File: src/rtl/ar_rr_arbiter.sv
// ar_rr_arbiter: round-robin arbiter sharing one AXI AR request path among
// NUM_SRC masters. The winning beat is captured into a single-entry output
// register and presented downstream with the index of its source.
//
// Optional build macro: AR_ARB_QOS_EN
//   defined   - only valid sources carrying the highest in_qos are eligible;
//               round-robin order is applied within that set.
//   undefined - pure round-robin; in_qos is only carried through to out_qos.

module ar_rr_arbiter #(
    parameter int NUM_SRC     = 4,
    parameter int ID_WIDTH    = 32,
    parameter int ADDR_WIDTH  = 32,
    parameter int LEN_WIDTH   = 8,
    parameter int SIZE_WIDTH  = 3,
    parameter int BURST_WIDTH = 2,
    parameter int QOS_WIDTH   = 4
) (
    input  logic                             clk,
    input  logic                             rst_n,
    input  logic [NUM_SRC-1:0]               in_valid,
    output logic [NUM_SRC-1:0]               in_ready,
    input  logic [NUM_SRC*ID_WIDTH-1:0]      in_id,
    input  logic [NUM_SRC*ADDR_WIDTH-1:0]    in_addr,
    input  logic [NUM_SRC*LEN_WIDTH-1:0]     in_len,
    input  logic [NUM_SRC*SIZE_WIDTH-1:0]    in_size,
    input  logic [NUM_SRC*BURST_WIDTH-1:0]   in_burst,
    input  logic [NUM_SRC*QOS_WIDTH-1:0]     in_qos,
    output logic                             out_valid,
    input  logic                             out_ready,
    output logic [ID_WIDTH-1:0]              out_id,
    output logic [ADDR_WIDTH-1:0]            out_addr,
    output logic [LEN_WIDTH-1:0]             out_len,
    output logic [SIZE_WIDTH-1:0]            out_size,
    output logic [BURST_WIDTH-1:0]           out_burst,
    output logic [QOS_WIDTH-1:0]             out_qos,
    output logic [$clog2(NUM_SRC)-1:0]       out_src
);

    localparam int SRC_W = $clog2(NUM_SRC);

    // Per-source views of the packed request fields
    logic [ID_WIDTH-1:0]    id_arr    [NUM_SRC];
    logic [ADDR_WIDTH-1:0]  addr_arr  [NUM_SRC];
    logic [LEN_WIDTH-1:0]   len_arr   [NUM_SRC];
    logic [SIZE_WIDTH-1:0]  size_arr  [NUM_SRC];
    logic [BURST_WIDTH-1:0] burst_arr [NUM_SRC];
    logic [QOS_WIDTH-1:0]   qos_arr   [NUM_SRC];

    genvar gi;
    generate
        for (gi = 0; gi < NUM_SRC; gi++) begin : g_unpack
            assign id_arr[gi]    = in_id[gi*ID_WIDTH +: ID_WIDTH];
            assign addr_arr[gi]  = in_addr[gi*ADDR_WIDTH +: ADDR_WIDTH];
            assign len_arr[gi]   = in_len[gi*LEN_WIDTH +: LEN_WIDTH];
            assign size_arr[gi]  = in_size[gi*SIZE_WIDTH +: SIZE_WIDTH];
            assign burst_arr[gi] = in_burst[gi*BURST_WIDTH +: BURST_WIDTH];
            assign qos_arr[gi]   = in_qos[gi*QOS_WIDTH +: QOS_WIDTH];
        end
    endgenerate

    // Output holding register and round-robin pointer
    logic                   out_valid_reg;
    logic [ID_WIDTH-1:0]    out_id_reg;
    logic [ADDR_WIDTH-1:0]  out_addr_reg;
    logic [LEN_WIDTH-1:0]   out_len_reg;
    logic [SIZE_WIDTH-1:0]  out_size_reg;
    logic [BURST_WIDTH-1:0] out_burst_reg;
    logic [QOS_WIDTH-1:0]   out_qos_reg;
    logic [SRC_W-1:0]       out_src_reg;
    logic [SRC_W-1:0]       last_grant_reg;

    // Sources allowed to compete this cycle
    logic [NUM_SRC-1:0]     eligible;

`ifdef AR_ARB_QOS_EN
    logic [QOS_WIDTH-1:0]   max_qos;

    // Highest qos among the sources currently requesting
    always_comb begin
        max_qos = '0;
        for (int i = 0; i < NUM_SRC; i++) begin
            if (in_valid[i] && (qos_arr[i] > max_qos)) begin
                max_qos = qos_arr[i];
            end
        end
    end

    generate
        for (gi = 0; gi < NUM_SRC; gi++) begin : g_elig
            assign eligible[gi] = in_valid[gi] && (qos_arr[gi] == max_qos);
        end
    endgenerate
`else
    assign eligible = in_valid;
`endif

    // Winner: first eligible source after the last grant, wrapping around.
    // The first pass covers indices above the pointer, the second wraps to
    // the indices at or below it, which yields the modulo scan order.
    logic             win_found;
    logic [SRC_W-1:0] win_idx;

    always_comb begin
        win_found = 1'b0;
        win_idx   = '0;
        for (int i = 0; i < NUM_SRC; i++) begin
            if (!win_found && eligible[i] && (SRC_W'(i) > last_grant_reg)) begin
                win_found = 1'b1;
                win_idx   = SRC_W'(i);
            end
        end
        for (int i = 0; i < NUM_SRC; i++) begin
            if (!win_found && eligible[i] && (SRC_W'(i) <= last_grant_reg)) begin
                win_found = 1'b1;
                win_idx   = SRC_W'(i);
            end
        end
    end

    // The slot can take a beat when empty or being drained this cycle
    logic slot_free;
    logic load;

    assign slot_free = ~out_valid_reg | out_ready;
    assign load      = slot_free & win_found;

    // One-hot ready toward the winner; held low throughout reset
    generate
        for (gi = 0; gi < NUM_SRC; gi++) begin : g_ready
            assign in_ready[gi] = rst_n & load & (win_idx == SRC_W'(gi));
        end
    endgenerate

    // Capture the winning beat, drain on pop, advance the pointer on grant
    always_ff @(posedge clk or negedge rst_n) begin
        if (!rst_n) begin
            out_valid_reg  <= 1'b0;
            out_id_reg     <= '0;
            out_addr_reg   <= '0;
            out_len_reg    <= '0;
            out_size_reg   <= '0;
            out_burst_reg  <= '0;
            out_qos_reg    <= '0;
            out_src_reg    <= '0;
            last_grant_reg <= SRC_W'(NUM_SRC - 1);
        end else if (load) begin
            out_valid_reg  <= 1'b1;
            out_id_reg     <= id_arr[win_idx];
            out_addr_reg   <= addr_arr[win_idx];
            out_len_reg    <= len_arr[win_idx];
            out_size_reg   <= size_arr[win_idx];
            out_burst_reg  <= burst_arr[win_idx];
            out_qos_reg    <= qos_arr[win_idx];
            out_src_reg    <= win_idx;
            last_grant_reg <= win_idx;
        end else if (out_ready) begin
            out_valid_reg  <= 1'b0;
        end
    end

    assign out_valid = out_valid_reg;
    assign out_id    = out_id_reg;
    assign out_addr  = out_addr_reg;
    assign out_len   = out_len_reg;
    assign out_size  = out_size_reg;
    assign out_burst = out_burst_reg;
    assign out_qos   = out_qos_reg;
    assign out_src   = out_src_reg;

endmodule
File: config.mk
export PLATFORM = sky130hd
export DESIGN_NAME = ar_rr_arbiter
export DESIGN_NICKNAME = d
export VERILOG_FILES = /design/src/rtl/ar_rr_arbiter.sv
export SDC_FILE = /design/constraint.sdc
export NUM_CORES = 1
export LEC_CHECK = 0
export CORE_AREA = 10 10 155 157
export CTS_CLUSTER_DIAMETER = 100
export DETAILED_ROUTE_END_ITERATION = 8
export DIE_AREA = 0 0 165 167
export PLACE_DENSITY_LB_ADDON = 0.12
export SYNTH_ARGS = -nofsm -noshare
export SYNTH_HDL_FRONTEND = slang
export SYNTH_SLANG_ARGS = --single-unit
File: constraint.sdc
create_clock -name clk -period 2.2 [get_ports clk]
set_input_delay 0.22 -clock clk [delete_from_list [all_inputs] [get_ports clk]]
set_output_delay 0.22 -clock clk [all_outputs]
set_load 0.05 [all_outputs]
==> results by group, run 1 <==
Power and ir drop
  – Clock network power share: 21.6%
  – Switching part of the total power: 42.22%
  – Worst IR Drop VDD: 0.3489 mV
  – Comb pwr share: 53.0%
  – PD cells: 774.5 mW/mm^2
  – Leak pwr: 4.035 nW
  – Flop pwr share: 25.4%
  – P_int: 4.876 mW
  – Net Sw Power: 3.563 mW

Flow run
  – Max Cap Viol: 0

Drt
  – Vias: 7294
  – Post-route DRC: 0
  – ANT nets after route: 0
  – Pre-antenna DRT Iters: 5
  – Starting DRT DRC Count: 490
  – Final Routed Wirelength: 32570 um
  – DR WL/cell: 23.88 um
  – Routed vias/inst: 5.348

Synthesis
  – Synth Area in Adders: 0%
  – Mux cell area share after synthesis: 0%
  – Post-synthesis cell type count: 34
  – Register area share after synthesis: 36.66%
  – Syn Inst Count: 696
  – EDFF count, synth: 0
  – Largest family of logic cells by synthesized area: compound AO/OA/AOI/OAI gates
  – Post-synthesis register bit count: 86
  – Compound-Gate Fraction of Synth Area: 33.38%
  – Synth Area per Inst: 8.444 sq um
  – Post-Syn Nets: 1027
  – Post-synthesis cell area: 0.005877 sq mm
  – XOR/XNOR Fraction of Synth Area: 0%
  – Ys async rst share: 100.0%
  – Main synth FF type: dfrtp_1
  – Simple logic cell fraction of the synthesized area: 22.40%
  – Synthesis warning total: 0

STA
  – Highest clock rate: 0.4744 GHz
  – Slew Limit Headroom: 48.08%
  – RSZ-0062 raised after global routing: no
  – Clock Skew: 0.006978 ns
  – Setup TNS: 0 ns
  – Max Slew Vio Count: 0
  – Final setup vio count: 0
  – Tightest Pin Transition: 0.7592 ns
  – Period utilization: 95.81%
  – Fin. Hold Viols: 0
  – Final min period: 2.108 ns

GRT
  – Pin count of the biggest net entering global routing: 65
  – Initial antenna violation count: 4
  – All-Layer GR Usage: 22.43%
  – Vias in the first global route: 7452
  – Total grt overflow: 0
  – First-pass GRT wire length: 47770 um

Worst setup path
  – Crit start category: register
  – R2R setup slack: 0.18 ns
  – Crit. End Element: output port
  – Critical Path Start: last_grant_reg[0]
  – Worst reg2reg path depth: 7
  – Kind of critical path: register to output port
  – Crit path top cell by count: buf_12
  – CP max-delay cell: dfstp_2
  – Worst-path fanout max: 9
  – R2R Path Start: last_grant_reg[1]
  – Crit path cell chain: inv_1 > a211oi_4 > buf_12 > and3_4 > buf_12
  – CP Data Arrival Time: 1.89 ns
  – CP required: 1.98 ns
  – Worst path max stage delay: 0.57 ns
  – R2r endpoint: out_addr[3]
  – Worst setup path end: in_ready[2]

CTS
  – Reg clk slew, reported paths: 0.07 ns
  – Clk_lat worst skew: 0.35 ns
  – CTS Sinks: 86
  – Number of H-tree levels: 3
  – CTS tree: built
  – CTS Root Cell: clkbuf_16
  – Cts bufs inserted: 9
  – CTS Buffer Depth: 2

Floorplan
  – Row cnt: 53
  – Die width: 165 um
  – Die ar.: 0.02756 sq mm
  – Die height: 167 um
  – Boundary Pins: 419
  – Initial Util: 28.22%
  – CORE AREA: 0.02082 sq mm

Finish
  – Area growth, synth to finish: 85.42%
  – Filler cells: 2018
  – Design area: 0.01090 sq mm
  – Area of the multi-input gates: 0.003319 sq mm
  – Share of layout cells above drive strength 1: 9.384%
  – Final net count: 1414
  – Register Area: 0.002155 sq mm

Min path
  – HP Class: input port to async pin

Run status
  – Status: completed

Place
  – Gpl congestion: 0.8099
  – Placed cell area: 0.01051 sq mm
  – Detail Placement HPWL: 23900 um
  – Buffers on Ports: 418
==> worst min path at each step <==
| stage | startpoint | cells after the start | endpoint | slack [ns] |
|---|---|---|---|---|
| after CTS | rst_n | 2 | out_id[10] | 0.30 |
| after global routing | rst_n | 2 | out_id[10] | 0.31 |
| final | rst_n | 2 | out_id[10] | 0.30 |
| after detailed placement | rst_n | 1 | out_id[10] | 0.13 |
| after floorplan | rst_n | 0 | out_addr[0] | -0.08 |
| after global placement | rst_n | 1 | out_id[10] | 0.13 |
==> critical path: cells and delay by family (launching register included) <==
family / cells / cell delay [ns]
flip-flops: 1 / 0.57
AO/OA/AOI/OAI: 1 / 0.36
buffers and inverters: 3 / 0.41
AND/OR/NAND/NOR: 1 / 0.20
==> metal layers <==
layer  global-route usage (%)  vias up  wire, um  part of all wire, %
met5                        0        -        21                0.064
met2                    38.63      319     16390                   50
li1                         -     3392         -                    -
met1                    26.20     3533     12890                   40
met4                    7.088        4       711                  2.2
met3                    6.016       46      2553                  7.8
==> repair_timing <==
| action | 4_1_cts | 5_1_grt |
|---|---|---|
| resized for setup | 0 | 2 |
| cloned | 0 | 0 |
| setup buffers | 1 | 3 |
| hold buffers | 1 | 0 |
| endpoints found under the setup margin | 1 | 4 |
| pin swaps | 1 | 1 |
| endpoints found under the hold margin | 14 | 0 |
==> stage by stage <==
| step | worst slack [ns] | std cells | utilization (%) | total power, mW | hold slack, ns |
|---|---|---|---|---|---|
| global route | 0.01771 | 1364 | 52.33 | 8.813 | 0.3148 |
| CTS | 0.01363 | 1359 | 52.16 | 8.496 | 0.3033 |
| global placement | 0.07299 | 1342 | 50.46 | 6.614 | 0.1329 |
| finish | 0.09209 | 1364 | 52.33 | 8.439 | 0.2983 |
| floorplan | 0.1245 | 696 | - | 4.641 | -0.07559 |
| detailed placement | 0.02750 | 1342 | 50.46 | 6.632 | 0.1273 |
==> cells in the final DEF, fill, tap and decap left out, drive strengths merged <==
cell type and n:
nor2 87, clkbuf 11, dlygate4sd3 1, and3 2
o21ai 81, or3 1, diode 2, a21boi 2
a311o 1, o21a 2, o221ai 1, dfrtp 84
clkinv 1, dlymetal6s2s 1, dfstp 2, nor2b 1
bufinv 3, o311ai 1, nor4 1, buf 46
nand2b 2, clkdlybuf4s50 410, and2 82, nand3 81
inv 5, a221oi 82, a21oi 1, a21o 4
a2111oi 1, nand2 6, nor3 1, a31oi 81
a211oi 2
==> area by class of cell <==
type	count	area share (%)
antenna	2	0.04593
clock buffer	11	2.228
clock inverter	4	0.8727
inverter	5	0.1722
multi-input combinational	523	30.46
sequential	86	19.77
tap	275	3.158
timing repair buffer	458	43.29
==> power by group through the flow <==
stage | Sequential (mW) | Combinational [mW] | Clock (mW)
after floorplan | 3.37 | 1.27 | 0
after global placement | 2.15 | 4.46 | 0
after detailed placement | 2.17 | 4.46 | 0
after CTS | 2.15 | 4.48 | 1.87
after global routing | 2.19 | 4.69 | 1.93
final | 2.14 | 4.47 | 1.83
==> logic make-up (layout without fill, tap and decap cells) <==
family	count (synthesis)	in the layout
other	0	2
AND/OR/NAND/NOR	264	264
AO/OA/AOI/OAI	259	259
flip-flops	86	86
buffers and inverters	87	478
==> Yosys cell counts, drive strengths merged (2+ instances only) <==
| cell | count | area, sq um |
|---|---|---|
| nor2 | 87 | 326.6 |
| dfrtp | 84 | 2102 |
| a221oi | 82 | 899.6 |
| and2 | 82 | 513.0 |
| a31oi | 81 | 506.7 |
| nand3 | 81 | 405.4 |
| o21ai | 81 | 405.4 |
| clkbuf | 53 | 200.2 |
| buf | 29 | 225.2 |
| nand2 | 6 | 22.52 |
| inv | 5 | 18.77 |
| a21o | 4 | 30.03 |
| a211oi | 2 | 27.53 |
| a21boi | 2 | 18.77 |
| and3 | 2 | 12.51 |
| dfstp | 2 | 52.55 |
| nand2b | 2 | 12.51 |
| o21a | 2 | 15.01 |
Note: power is estimated with default switching activity, not from simulation.
==> run 2, diff against run 1 <==
--- a/config.mk
+++ b/config.mk
@@ -5,10 +5,11 @@
 export SDC_FILE = /design/constraint.sdc
 export NUM_CORES = 1
 export LEC_CHECK = 0
-export CORE_AREA = 10 10 155 157
+export CORE_AREA = 2 2 161 163
 export CTS_CLUSTER_DIAMETER = 100
 export DETAILED_ROUTE_END_ITERATION = 8
-export DIE_AREA = 0 0 165 167
+export DIE_AREA = 0 0 163 165
+export GPL_ROUTABILITY_DRIVEN = 0
 export PLACE_DENSITY_LB_ADDON = 0.12
 export SYNTH_ARGS = -nofsm -noshare
 export SYNTH_HDL_FRONTEND = slang
==> run 2 against run 1 <==
Against the previous run: first-iteration DRC count is 5.9% lower; sequential cell count did not move; count of clock-buffer cells in the layout up 2; sequential share of layout area fell by 0.25 points; critical path type unchanged; utilization shrank 8.2 points; wire length shrank 8.3%; critical endpoint is now in_ready[1]; sequential power about the same; total power down 0.85%; largest power group unchanged; register-to-register slack about the same; non-clock buffer count increased by 14; maximum frequency decreased by 0.37%; cell area is 1.3% higher; largest cell class unchanged.
==> results by group, run 2 (synthesized netlist as in run 1, its figures left out) <==
Power and ir drop
  – Total power: 8.368 mW (-0.85%)
  – Leak pwr: 4.095 nW (+1.5%)
  – PD cells: 758.2 mW/mm^2 (-2.1%)
  – Worst IR Drop VDD: 0.3854 mV (+10%)

STA
  – Max Slew Vio Count: 0 (unchanged)
  – RSZ-0062 raised after global routing: no
  – Final min period: 2.116 ns (+0.007926 ns)
  – Tightest Pin Transition: 0.7602 ns (+0.0009521 ns)
  – Clock Skew: 0.008096 ns (+0.001119 ns)
  – Setup TNS: 0 ns (unchanged)
  – Highest clock rate: 0.4726 GHz (-0.37%)
  – Period utilization: 96.17% (+0.36 points)
  – Fin. Hold Viols: 0 (unchanged)
  – Slew Limit Headroom: 49.32% (+1.2 points)
  – Final setup vio count: 0 (unchanged)
  – Final hold slack: 0.007564 ns (-0.2907 ns)

CTS
  – CTS Root Cell: clkbuf_16
  – CTS tree: built
  – Reg clk slew, reported paths: 0.07 ns (about the same)
  – CTS Buffer Depth: 2 (unchanged)
  – Cts bufs inserted: 9 (unchanged)
  – Number of H-tree levels: 3 (unchanged)
  – CTS Sinks: 86 (unchanged)
  – Clk_lat worst skew: 0.35 ns (about the same)

Finish
  – Commonest non-fill, non-tap cells in the layout: clkdlybuf4s50_1, nor2_1, dfrtp_1, and2_1
  – Final net count: 1428 (+0.99%)
  – Filler cells: 2517 (+25%)
  – Share of layout cells above drive strength 1: 10.44% (+1.1 points)
  – Antenna diodes: 0 (-2)
  – Area growth, synth to finish: 87.80%
  – Final Non-Filler Cells: 1432 (+5.0%)
  – Commonest non-fill, non-tap cell in the layout: clkdlybuf4s50_1

GRT
  – All-Layer GR Usage: 21.10% (-1.3 points)
  – Total grt overflow: 0 (unchanged)
  – Pin count of the biggest net entering global routing: 71 (+9.2%)
  – Initial antenna violation count: 0 (-4)
  – Vias in the first global route: 7386 (-0.89%)
  – First-pass GRT wire length: 43350 um (-9.3%)

Drt
  – Met1 wire length: 11930 um (-7.5%)
  – DR WL/cell: 20.87 um (-13%)
  – Vias: 7272 (-0.30%)
  – Pre-antenna DRT Iters: 5 (unchanged)
  – Post-route DRC: 0 (unchanged)
  – DR top layer: met4
  – WL met2: 15120 um (-7.8%)
  – Starting DRT DRC Count: 461 (-5.9%)
  – ANT nets after route: 0 (unchanged)
  – Final Routed Wirelength: 29880 um (-8.3%)
  – Routed vias/inst: 5.078 (-5.0%)
  – DR WL met3: 2119 um (-17%)

Worst setup path
  – Crit. End Element: output port
  – Worst-path fanout max: 10 (+1)
  – CP required: 1.98 ns (about the same)
  – CP Data Arrival Time: 1.90 ns (about the same)
  – Kind of critical path: register to output port
  – Crit start category: register

Floorplan
  – Boundary Pins: 419 (unchanged)
  – Row cnt: 58 (+9.4%)
  – Die width: 163 um (-1.2%)
  – Die ar.: 0.02690 sq mm (-2.4%)
  – Initial Util: 23.47% (-4.8 points)
  – Die height: 165 um (-1.2%)
  – CORE AREA: 0.02504 sq mm (+20%)

Place
  – DP Cell Count: 1410 (+5.1%)
  – Detail Placement HPWL: 21550 um (-9.9%)
  – Buffers on Ports: 418 (unchanged)

Min path
  – HP Class: input port to async pin

Run status
  – Status: completed

Flow run
  – Max Cap Viol: 0 (unchanged)
-- run 2: cell types whose count changed in the layout (fill, tap and decap cells not counted), sizes merged --
cell / change
buf: +14
bufinv: -1
clkbuf: +3
clkinv: -1
clkinvlp: +1
diode: -2
dlygate4sd3: -1
-- run 2: layout make-up --
class | instances | area, sq um | area share [%]
tap | 330 | 412.9 | 3.741
timing repair buffer | 472 | 4815 | 43.62
clock buffer | 13 | 250.2 | 2.267
multi-input combinational | 523 | 3318 | 30.06
sequential | 86 | 2155 | 19.52
clock inverter | 3 | 67.56 | 0.6122
inverter | 5 | 18.77 | 0.1700
-- run 2: power by group --
group	switching [mW]	total, mW	internal (mW)
combinational	2.66	4.50	1.84
sequential	0.206	2.14	1.94
clock	0.693	1.72	1.03
-- run 2: routing by layer --
metal	up-vias	global-route usage, %
li1	3427	-
met1	3489	25.28
met2	318	37.77
met3	38	4.319
met4	0	6.758
met5	-	0
-- run 2: through the flow --
step	area [sq um]	setup WS, ns	util (%)
finish	11040	0.08416	44.08
global placement	10650	0.03058	42.54
floorplan	5884	0.1245	-
detailed placement	10650	0.02320	42.54
CTS	10980	0.002818	43.85
global route	11040	0.01999	44.08
-- run 2: timing repair --
action	CTS	global route
buffers inserted	1	4
pin swaps	1	1
resized for setup	1	1
cloned	0	1
hold buffers	0	0
endpoints found under the setup margin	2	1
-- run 2: critical path: stages, from the launching register on --
cell     delay [ns]
dfstp_2        0.66
nor2_1         0.08
a311o_2        0.48
nand2_1        0.14
nor2_2         0.05
buf_12         0.15
-- run 2: final timing paths --
check,cells past startpoint,startpoint,slack [ns],endpoint
max in group asynchronous,2,rst_n,1.68,out_addr[9]
setup reg to reg,7,last_grant_reg[1],0.18,out_addr[29]
min in group clk,4,in_valid[1],0.31,out_valid
hold / removal,2,rst_n,0.008,out_addr[31]
setup / recovery,5,last_grant_reg[1],0.08,in_ready[1]
hold reg to reg,1,out_src[1],0.48,out_src[1]
==> variant 1: new RTL, config.mk and constraints of run 2 <==
Set the parameter `LEN_WIDTH` to 16 (it was 8).
--- a/src/rtl/ar_rr_arbiter.sv
+++ b/src/rtl/ar_rr_arbiter.sv
@@ -11,7 +11,7 @@
     parameter int NUM_SRC     = 4,
     parameter int ID_WIDTH    = 32,
     parameter int ADDR_WIDTH  = 32,
-    parameter int LEN_WIDTH   = 8,
+    parameter int LEN_WIDTH   = 16,
     parameter int SIZE_WIDTH  = 3,
     parameter int BURST_WIDTH = 2,
     parameter int QOS_WIDTH   = 4
Interface: changed (resized in_len and out_len); port bits go from 419 to 459. The function was not compared with the original's and may differ.
==> variant 1 against run 2 <==
- clock skew up 2.8 ps
- design area up 5.4%
- wire length up 9.1%
- power up 6.0%
- sequential cell count up 8
- global-route usage up 2.2 points
- setup slack better by 2.5 ps
- synthesized cell count up 9.2%
- worst hold slack better by 190 ps
- non-clock buffer count up 27
- area after synthesis up 3.8%
- final cell count up 5.9%
- critical path depth unchanged
- maximum frequency up 0.12%
- critical endpoint is now in_ready[2]
- largest cell class unchanged
==> variant 1: results (changes against run 2) <==
* GRT Util Overall at 23.3% (+2.2 points)
* Synthesized net count at 1,123 (+9.3%)
* Slack of the worst reg-to-reg path at 260 ps (+80 ps)
* # fillers at 2,516 (-0.040%)
* Via/cell ratio at 5.24 (+3.1%)
* Seq pwr share at 26.4% (+0.8 points)
* Status: finished, final reports clean
* Met2 WL post-DR at 16.5 mm (+8.9%)
* First-pass GRT wire length at 47.6 mm (+9.7%)
* Worst setup path endpoint: in_ready[2]
* Top cells by count, synth: nor2_1, dfrtp_1, a221oi_1, and2_1
* Largest net degree at the start of global routing at 66 (-7.0%)
* Crit path launch: last_grant_reg[0]
* M2 GR Usage at 41.1% (+3.3 points)
* IO Port Bufs at 458 (+9.6%)
* Initial antenna violation count at 2 (+2)
* Yosys cell types at 30 (-12%)
* Slew Limit Headroom at 46.8% (-2.6 points)
* Mean post-synth cell area at 8.02 µm² (-5.0%)
* Metal3 WL at 2.87 mm (+35%)
* Post-DP HPWL at 23.2 mm (+7.7%)
* Vias in the first global route at 7,961 (+7.8%)
* Reg2reg end: out_addr[10]
* Routed length on met1 at 12.4 mm (+3.9%)
* Fraction of layout cells with a size suffix above 1 at 6.33% (-4.1 points)
-- variant 1: what timing repair did --
item                                   4_1_cts  5_1_grt
setup endpoints to repair                    0        3
endpoints found under the hold margin        1        0
setup buffers                                0        6
hold buffers                                 1        0
resized for setup                            0        1
-- variant 1: cell type report --
cell class / count / area share (%)
Clock buffer: 11 / 2.09
Tap cell: 330 / 3.55
Sequential cell: 94 / 20.2
Multi-Input combinational cell: 571 / 29.4
Clock inverter: 5 / 0.710
Timing Repair Buffer: 499 / 43.8
Inverter: 5 / 0.161
Antenna cell: 2 / 0.0430
-- variant 1: critical path: cells and delay by family, from the launching register on --
| family | cells | cell delay [ps] |
|---|---|---|
| flops | 1 | 580 |
| compound gates | 1 | 310 |
| buf+inv | 3 | 430 |
| simple gates | 1 | 220 |
-- variant 1: cell families (layout without fill, tap and decap cells) --
family,Yosys count,in the layout,synth area share [%]
buffers and inverters,95,520,6.36
AO/OA/AOI/OAI,283,283,31.5
AND/OR/NAND/NOR,288,288,23.6
other,0,2,0
flip-flops,94,94,38.6
==> variant 2: new RTL, config.mk and constraints of run 2 <==
Made on the original files. Make the reset (`rst_n`) synchronous in one clocked block.
--- a/src/rtl/ar_rr_arbiter.sv
+++ b/src/rtl/ar_rr_arbiter.sv
@@ -133,7 +133,7 @@
     endgenerate
 
     // Capture the winning beat, drain on pop, advance the pointer on grant
-    always_ff @(posedge clk or negedge rst_n) begin
+    always_ff @(posedge clk) begin
         if (!rst_n) begin
             out_valid_reg  <= 1'b0;
             out_id_reg     <= '0;
Behaviour: differs if rst_n is asserted again (counterexample within 4 cycles, from zero or initial values and one cycle with rst_n low); with rst_n held inactive, the same outputs for 10 cycles.
==> variant 2 against run 2 <==
- die area is the same
- power shrank 23%
- critical path depth grew 2
- area after synthesis shrank 9.0%
- setup slack gained 18 ps
- maximum frequency grew 0.85%
- wire length shrank 7.1%
- design area shrank 6.2%
- sequential cell count is the same
- non-clock buffer count shrank 15
- worst hold slack gained 360 ps
- critical path type is now in -> out
==> variant 2: results (changes against run 2) <==
* Slack of the worst reg-to-reg path at 370 ps (+190 ps)
* Fin crit share at 95.4% (-0.81 points)
* Post-Synthesis Cells at 616 (-11%)
* Area occupied by multi-input gates at 0.00319 mm² (-4.0%)
* Met3 usage at 5.58% (+1.3 points)
* Post-DP HPWL at 20.0 mm (-7.1%)
* Vias in the first global route at 7,016 (-5.0%)
* Reg2reg end: out_addr[6]
* Synth Area in Compound Gates at 50.5% (+17 points)
* HP Class: in -> reg
* Lkg Pwr at 3.53 nW (-14%)
* Worst Reg-to-Reg Cells at 5 (-2)
* Slew @ Worst Pin at 643 ps (-117 ps)
* Async set-or-reset flop fraction in the synthesized netlist at 0% (-100 points)
* Non-clk buf share at 45.4% (+1.8 points)
* Detailed Route WL at 27.8 mm (-7.1%)
* GRT Util Overall at 19.9% (-1.2 points)
* Clk_skew at 11.5 ps (+3.41 ps)
* Inverters at 3 (-2)
* Drt first pass iters at 4 (-1)
* Worst Path Max Fanout at 7 (-3)
* Fraction of area in registers at 16.6% (-2.9 points)
* M1 GR Usage at 23.1% (-2.2 points)
* Worst IR drop on VDD at 0.377 mV (-2.2%)
* M2 GR Usage at 35.6% (-2.2 points)
* Metal3 WL at 2.02 mm (-4.5%)
* Cells after DPL at 1,325 (-6.0%)
* CP peak stage delay at 490 ps (-170 ps)
* Iter 0 DRT Violations at 301 (-35%)
* Met2 WL post-DR at 13.8 mm (-9.0%)
* Status: finished, final reports clean
* Seq Cell Count at 86 (unchanged)
* Worst path slowest cell: clkdlybuf4s50_1
* Reg-to-reg startpoint: last_grant_reg[1]
variant 2: power groups by stage:
| stage | Clock, mW | Combinational (mW) | Sequential [mW] |
|---|---|---|---|
| finish | 1.76 | 2.84 | 1.85 |
| global route | 1.88 | 3.01 | 1.87 |
| CTS | 1.83 | 2.86 | 1.85 |
| detailed placement | 0 | 2.85 | 1.88 |
| global placement | 0 | 2.86 | 1.88 |
| floorplan | 0 | 0.922 | 2.50 |
variant 2: worst max-delay path by stage:
| stage | cells past startpoint | to | startpoint | slack [ps] |
|---|---|---|---|---|
| floorplan | 5 | in_ready[3] | in_valid[1] | 280 |
| global placement | 6 | out_addr[6] | in_valid[3] | 7 |
| detailed placement | 6 | out_id[0] | in_valid[3] | -10 |
| CTS | 6 | in_ready[3] | in_valid[3] | 30 |
| global route | 7 | in_ready[1] | in_valid[3] | 20 |
| finish | 7 | in_ready[1] | in_valid[3] | 100 |
variant 2: repair_timing:
action,in CTS,in global routing
setup endpoints to repair,1,2
resized for setup,1,1
setup buffers,0,1
hold buffers,0,0
